===== config.mk =====
export PLATFORM = sky130hd
export DESIGN_NAME = exp_rr_arbiter
export DESIGN_NICKNAME = d
export VERILOG_FILES = /design/src/rtl/exp_rr_arbiter.sv
export SDC_FILE = /design/constraint.sdc
export NUM_CORES = 1
export LEC_CHECK = 0
export CORE_UTILIZATION = 43
export CTS_CLUSTER_DIAMETER = 200
export DETAILED_ROUTE_END_ITERATION = 8
export PLACE_DENSITY = 0.81
export SETUP_SLACK_MARGIN = 0.3
export SLEW_MARGIN = 20
export SYNTH_ARGS = -nofsm -noshare
export SYNTH_HDL_FRONTEND = slang
export SYNTH_SLANG_ARGS = --single-unit

===== constraint.sdc =====
create_clock -name clk -period 4 [get_ports clk]
set_input_delay 0.4 -clock clk [delete_from_list [all_inputs] [get_ports clk]]
set_output_delay 0.4 -clock clk [all_outputs]
set_load 0.02 [all_outputs]

===== src/rtl/exp_rr_arbiter.sv =====
// rtl/exp_rr_arbiter.sv - round-robin arbiter sharing one exp unit across softmax lanes
module exp_rr_arbiter #(
  parameter int NREQ = 4,
  parameter int XW   = 17,
  parameter int EW   = 21,
  parameter int IDW  = 3
) (
  input  logic                 clk,
  input  logic                 rst,
  input  logic [NREQ-1:0]      lane_en,
  input  logic [NREQ-1:0]      req_valid,
  input  logic [NREQ*XW-1:0]   req_x,
  output logic [NREQ-1:0]      req_ready,
  output logic [XW-1:0]        exp_x,
  input  logic [EW-1:0]        exp_y,
  output logic [NREQ-1:0]      rsp_valid,
  output logic [EW-1:0]        rsp_data,
  input  logic [NREQ-1:0]      rsp_ready,
  output logic                 busy,
  output logic [15:0]          issued_cnt
);

  // Issue stage (S1) feeds the exp unit; result stage (S2) holds the answer for one lane.
  logic            s1_v_q, s1_v_d;
  logic [IDW-1:0]  s1_id_q, s1_id_d;
  logic [XW-1:0]   s1_x_q, s1_x_d;
  logic            s2_v_q, s2_v_d;
  logic [IDW-1:0]  s2_id_q, s2_id_d;
  logic [EW-1:0]   s2_y_q, s2_y_d;
  logic [IDW-1:0]  ptr_q, ptr_d;
  logic [15:0]     cnt_q, cnt_d;

  logic              s2_rdy;
  logic              s2_adv;
  logic              s1_adv;
  logic [NREQ-1:0]   eligible;
  logic [2*NREQ-1:0] elig_rot;
  logic              found;
  logic [IDW:0]      win_sum;
  logic [IDW-1:0]    winner;
  logic              grant;
  logic [XW-1:0]     win_x;
  logic [IDW:0]      ptr_next;

  // Only the lane that owns the S2 result can release the pipeline.
  always_comb begin
    s2_rdy = 1'b0;
    for (int i = 0; i < NREQ; i++) begin
      if (s2_id_q == IDW'(i)) s2_rdy = rsp_ready[i];
    end
    s2_adv = !s2_v_q || s2_rdy;
    s1_adv = !s1_v_q || s2_adv;
  end

  // Rotate eligibility so bit 0 is the pointer lane, then take the first set bit.
  always_comb begin
    eligible = req_valid & lane_en;
    elig_rot = {eligible, eligible} >> ptr_q;
    found    = 1'b0;
    win_sum  = '0;
    for (int k = NREQ - 1; k >= 0; k--) begin
      if (elig_rot[k]) begin
        found   = 1'b1;
        win_sum = {1'b0, ptr_q} + (IDW+1)'(k);
      end
    end
    if (win_sum >= (IDW+1)'(NREQ)) win_sum = win_sum - (IDW+1)'(NREQ);
    winner = win_sum[IDW-1:0];
    // Reset masks the grant so req_ready also drops asynchronously.
    grant     = found && s1_adv && !rst;
    req_ready = grant ? (NREQ'(1) << winner) : '0;
  end

  // Pick the winning lane's operand out of the packed request bus.
  always_comb begin
    win_x = '0;
    for (int i = 0; i < NREQ; i++) begin
      if (winner == IDW'(i)) win_x = req_x[i*XW +: XW];
    end
  end

  // Next-state: S2 drains/refills, S1 takes the new grant, pointer moves past the winner.
  always_comb begin
    s1_v_d   = s1_v_q;
    s1_id_d  = s1_id_q;
    s1_x_d   = s1_x_q;
    s2_v_d   = s2_v_q;
    s2_id_d  = s2_id_q;
    s2_y_d   = s2_y_q;
    ptr_d    = ptr_q;
    cnt_d    = cnt_q;
    ptr_next = {1'b0, winner} + 1'b1;
    if (ptr_next == (IDW+1)'(NREQ)) ptr_next = '0;

    if (s2_adv) begin
      s2_v_d = s1_v_q;
      if (s1_v_q) begin
        s2_id_d = s1_id_q;
        s2_y_d  = exp_y;
      end
    end

    if (s1_adv) begin
      if (grant) begin
        s1_v_d  = 1'b1;
        s1_id_d = winner;
        s1_x_d  = win_x;
        ptr_d   = ptr_next[IDW-1:0];
        cnt_d   = cnt_q + 16'd1;
      end else begin
        // Operand is left in place so exp_x does not toggle on idle cycles.
        s1_v_d = 1'b0;
      end
    end
  end

  // Pipeline and arbitration state registers.
  always_ff @(posedge clk or posedge rst) begin
    if (rst) begin
      s1_v_q  <= 1'b0;
      s1_id_q <= '0;
      s1_x_q  <= '0;
      s2_v_q  <= 1'b0;
      s2_id_q <= '0;
      s2_y_q  <= '0;
      ptr_q   <= '0;
      cnt_q   <= '0;
    end else begin
      s1_v_q  <= s1_v_d;
      s1_id_q <= s1_id_d;
      s1_x_q  <= s1_x_d;
      s2_v_q  <= s2_v_d;
      s2_id_q <= s2_id_d;
      s2_y_q  <= s2_y_d;
      ptr_q   <= ptr_d;
      cnt_q   <= cnt_d;
    end
  end

  // Response decode and status outputs.
  always_comb begin
    rsp_valid = '0;
    for (int i = 0; i < NREQ; i++) begin
      rsp_valid[i] = s2_v_q && (s2_id_q == IDW'(i));
    end
  end

  assign exp_x      = s1_x_q;
  assign rsp_data   = s2_y_q;
  assign busy       = s1_v_q | s2_v_q;
  assign issued_cnt = cnt_q;

endmodule


* Yosys cells after proc, flatten, opt, wreduce, memory -nomap -nowiden
Cells that the tools add are included.
Cells by class: mux-type cells 20, $lt $le $gt $ge 1, shifts and indexed selects 2, equal/unequal tests 7, reduce and logical (&&, ||, !) cells 15, bitwise operators 2, add/sub/neg operators 6
Operator list (count):
- $mux W17 | 4
- $mux W4 | 5
- $add A16 B1 Y16 const B | 1
- $eq A3 B2 Y1 const B | 4
- $mux W1 | 9
- $add A3 B1 Y4 const B | 2
- $add A3 B2 Y4 const B | 2
- $shr A8 B3 Y4 | 1
- $eq A3 B1 Y1 const B | 2
- $logic_and A1 B1 Y1 | 6
- $logic_not A3 Y1 | 2
- $mux W3 | 2
- $and A4 B4 Y4 | 1
- $eq A4 B3 Y1 const B | 1
- $ge A4 B3 Y1 const B | 1
- $reduce_and A2 Y1 | 2
- $shl A1 B3 Y4 const A | 1
- $logic_not A1 Y1 | 3
- $sub A3 B3 Y3 const B | 1
- $logic_or A1 B1 Y1 | 2
- $or A1 B1 Y1 | 1
Storage, ports and cells: input port bits 103, output and inout bits 63, logic and storage cells 61, register bits after elaboration 65

* Longest topological paths before layout
Gate-level depths: netlist (run 1).
word-level depth 13, depth in mapped cells 15, depth with buffers taken out 12

* Least setup slack after synthesis (run 1)
Ideal clock, no wire load.
kind register to output, start reg ptr_q[1], end out req_ready[2], slack 430 ps, data arrival time 3170 ps, data required time 3600 ps, cell stages (with the launch flop) 12, buffers on the path 3, cells stage by stage dfrtp_1 -> buf_2 -> inv_1 -> ha_1 -> or4b_2 -> o21ai_0 -> a21oi_1 -> inv_1 -> ha_1 -> clkbuf_1 -> clkbuf_1 -> nor3b_1
On the way: word-level cells in the longest chain between the ends 9, elaborated cells on any way between the ends 19, those cells by class add/sub: 4; order compare: 1; shift: 2; mux: 10; reduce/logical: 2
RTL lines:
- start, declared | RTL line 30 | logic [IDW-1:0] ptr_q, ptr_d;
- start signal, assigned | RTL line 135 | ptr_q <= ptr_d;
- $add A3 B2 Y4 or $shr A8 B3 Y4 (tied branches) | RTL line 64, 58
- $mux W4 (3 in series) | RTL line 62 | if (elig_rot[k]) begin
- $mux W4 (*) | RTL line 62
- $ge A4 B3 Y1 or $sub A3 B3 Y3 (tied branches) | RTL line 67 | if (win_sum >= (IDW+1)'(NREQ)) win_sum = win_sum - (IDW+1)'(NREQ);
- $mux W3 (*) | RTL line 67
- via win_sum[1] | RTL line 39 | logic [IDW:0] win_sum;
- $shl A1 B3 Y4 (*) | RTL line 71 | req_ready = grant ? (NREQ'(1) << winner) : '0;
- $mux W4 (*) | RTL line 71
- end, declared | RTL line 13 | output logic [NREQ-1:0] req_ready,
Mark *: on every way through the listed nets, which the timed path passes. The rest lies on a longest branch.

* Worst setup path after layout (run 1)
start reg ptr_q[0], end out req_ready[3]
The elaborated chain is that of the path after synthesis.

==> results of run 1 <==
==> state kept, by name, summed over array words and instances, names as in the netlist <==
signal and count:
exp_x 17, s1_v_q 1, ptr_q 3, s1_id_q 3, issued_cnt 16, rsp_data 21
s2_v_q 1, s2_id_q 3
==> kinds of logic (layout without fill, tap and decap cells) <==
kind of cell | after synthesis | in the layout | share of synthesized area
AOI/OAI and AO/OA | 89 | 89 | 0.157
xor gates and xnor gates | 16 | 16 | 0.0363
adders and majority gates | 10 | 10 | 0.0324
buffers and inverters | 40 | 204 | 0.0460
muxes | 26 | 26 | 0.0787
DFF | 65 | 65 | 0.421
and+or+nand+nor | 165 | 165 | 0.228
==> what timing repair did <==
item                                    4_1_cts  5_1_grt
gates resized for setup                       2        8
endpoints found under the setup margin        2        5
endpoints found under the hold margin         0        0
==> layout by cell type (no fill, tap or decap), drive strengths merged, types with 6 or more instances in the layout <==
cell             n
nand2           54
clkdlybuf4s50  161
xnor2           12
dfrtp           65
buf             13
o21ai            9
clkbuf          12
mux2            25
and3             6
nand3b          22
a2111o          17
ha              10
inv             10
a21oi           46
nand3           47
nand4           10
==> cell type report <==
| cell class | instances | area, sq um | area share |
|---|---|---|---|
| Inverter | 10 | 37.5 | 0.00641 |
| Multi-Input combinational cell | 306 | 2070 | 0.353 |
| Tap cell | 108 | 135 | 0.0231 |
| Clock inverter | 6 | 116 | 0.0199 |
| Clock buffer | 10 | 128 | 0.0218 |
| Timing Repair Buffer | 178 | 1740 | 0.298 |
| Sequential cell | 65 | 1630 | 0.278 |
==> per-layer routing <==
metal | wire length [um] | part of all wire | track usage
met1 | 4790 | 0.43 | 0.292
met3 | 702 | 0.062 | 0.0665
met2 | 5570 | 0.49 | 0.418
met5 | 0 | 0 | 0
met4 | 202 | 0.018 | 0.0873
==> final timing paths <==
| check | from | end | cells past startpoint |
|---|---|---|---|
| worst max-delay path | ptr_q[0] | req_ready[3] | 11 |
| worst min-delay path | exp_x[15] | exp_x[15] | 2 |
| worst max register to register | ptr_q[0] | exp_x[11] | 13 |
| worst min register to register | exp_x[15] | exp_x[15] | 2 |
| max in group asynchronous | rst | issued_cnt[9] | 3 |
| min in group asynchronous | rst | rsp_data[5] | 2 |
==> power breakdown <==
group	switching [mW]	internal, mW	leakage, nW
sequential	0.205	0.923	0.809
combinational	1.50	1.25	1.50
clock	0.266	0.418	0.121
total	1.97	2.59	2.43
==> synth_stat cells (all sizes together), types with 2 or more instances <==
| library cell | instances |
|---|---|
| dfrtp | 65 |
| nand2 | 54 |
| nand3 | 47 |
| a21oi | 46 |
| mux2 | 25 |
| nand3b | 22 |
| buf | 18 |
| a2111o | 17 |
| clkbuf | 12 |
| xnor2 | 12 |
| ha | 10 |
| inv | 10 |
| nand4 | 10 |
| o21ai | 9 |
| and3 | 6 |
| nor2 | 5 |
| xor2 | 4 |
| a211oi | 3 |
| nor3 | 3 |
| nor3b | 3 |
| a211o | 2 |
| a21boi | 2 |
| and2 | 2 |
| nand2b | 2 |
| nor4bb | 2 |
| o21a | 2 |
| or2 | 2 |
| or4b | 2 |
==> worst reg2reg max path: cells and delay by family, from the launching register on <==
family	cells	cell delay, ns
and+or+nand+nor	5	1.25
adders and majority gates	1	0.24
buffers and inverters	2	0.40
DFF	1	0.45
AOI/OAI and AO/OA	5	0.96
==> flow_summary.toml, run 1 <==
[status]
status = "finished, final reports clean"

[drt]
vias = 3701
first_pass_iters = 5
antenna_left = 0
wl_per_cell_um = 16.5
totalWireLength_um = 11300
viasPerCell = 5.42
drc = 0
drt_iter0_drc = 185

[cts]
htreeDepth = 3
cts_buffers = 9
numClockSinks = 65
cts_hold_buf = 0
clock_latency_ns = 0.34
cts_buffer_depth = 2
cts_setup_buffers = 0
cts_tree = "built"
clk_pin_slew_worst_paths_ns = 0.07
cts_root_buf = "clkbuf_8"

[setup_path]
crit_chain = "buf_4 > nand3b_2 > nand2_1 > or4b_2 > o21ai_0 > a21oi_1 > inv_1 > ha_1 > ha_1 > and2_1 > clkbuf_2"
critPathArrivalTime_ns = 3.10
worstPathRequired_ns = 3.60
cp_slowest_cell = "or4b_2"
crit_family = "simple AND/OR/NAND/NOR gates"
rrSetupSlack_ns = 0.64
crit_path_frequent_cell = "ha_1"
crit_path_start_kind = "register"
max_stage_delay_ns = 0.58
criticalPathCategory = "register to output port"
cp-end-kind = "output port"
worstPathMaxFanout = 11
crit_buf_inv = 3

[logic_synthesis]
synth_ff_type = "dfrtp_1"
synth_edf_count = 0
synthCells = 411
synth_top_area_cell = "dfrtp_1"
synth_seq_area_share = 0.421
synth_top_area_frac = 0.421
netlist_area_sq_um = 3860
synthArstFlopShare = 1.00
syn_area_per_cell_sq_um = 9.39
ys_ff_latch = 65
synthesis.nets = 524
synth_cell_type_count = 49
ys_warn_count = 0
yosys-top-cells-area = "dfrtp_1 (42%), mux2_2 (7.3%), nand3_1 (6.1%)"

[timing]
finalSetupTns_ns = 0
setup_viol = 0
fin_ws_ns = 0.502
finClkSkew_ns = 0.00877
fin_crit_sh = 0.875
rsz0062_at_grt = "true"
slew_headroom = 0.425
drv_slew = 0
period_minus_slack_ns = 3.50
hold-worst-slack_ns = 0.481
worstMarginPinSlew_ns = 0.862
fmax_mhz = 286
hold_viol_final = 0

[placed_design]
dpl.hpwl_um = 8240
place_inst = 667
portBuffers = 165
placedInstanceArea_sq_um = 5620
globalplace.congestion = 0.849
pre_cts_slack_ns = 0.222

[global_route]
track_usage = 0.243
grt_max_degree = 41
antenna_found_initial = 0
overflow = 0
grt_pass1_wl_um = 18300
grt_pass1_vias = 3782

[final_layout]
antenna_cells = 0
stdcell_count = 683
area_growth_pct = 51.7
design_area_sq_um = 5860
fillers = 700
final_util = 0.672
final_nets = 683
drive_gt1_frac = 0.111

[power_and_ir_drop]
peakVddDrop_uv = 456
power_density_nw_per_um2 = 779
finalPower_mw = 4.56
leakage_nw = 2.43

[flow_run]
maxCapViolations = 0

[floorplanning]
die_h_um = 96.8
dieArea_sq_um = 9360
die_x_um = 96.8
start_util = 0.443
coreArea_sq_um = 8720
io_pins = 166
row_count = 34

[worst_hold_path]
hp-class = "register to register"
No activity file was read; power rests on OpenSTA's default activity.
==> inputs of run 2 (changes only) <==
- CTS_CLUSTER_DIAMETER: 200 -> 50
==> results of run 2 <==
The final DEF is identical to that of run 1; final timing and power are the same.
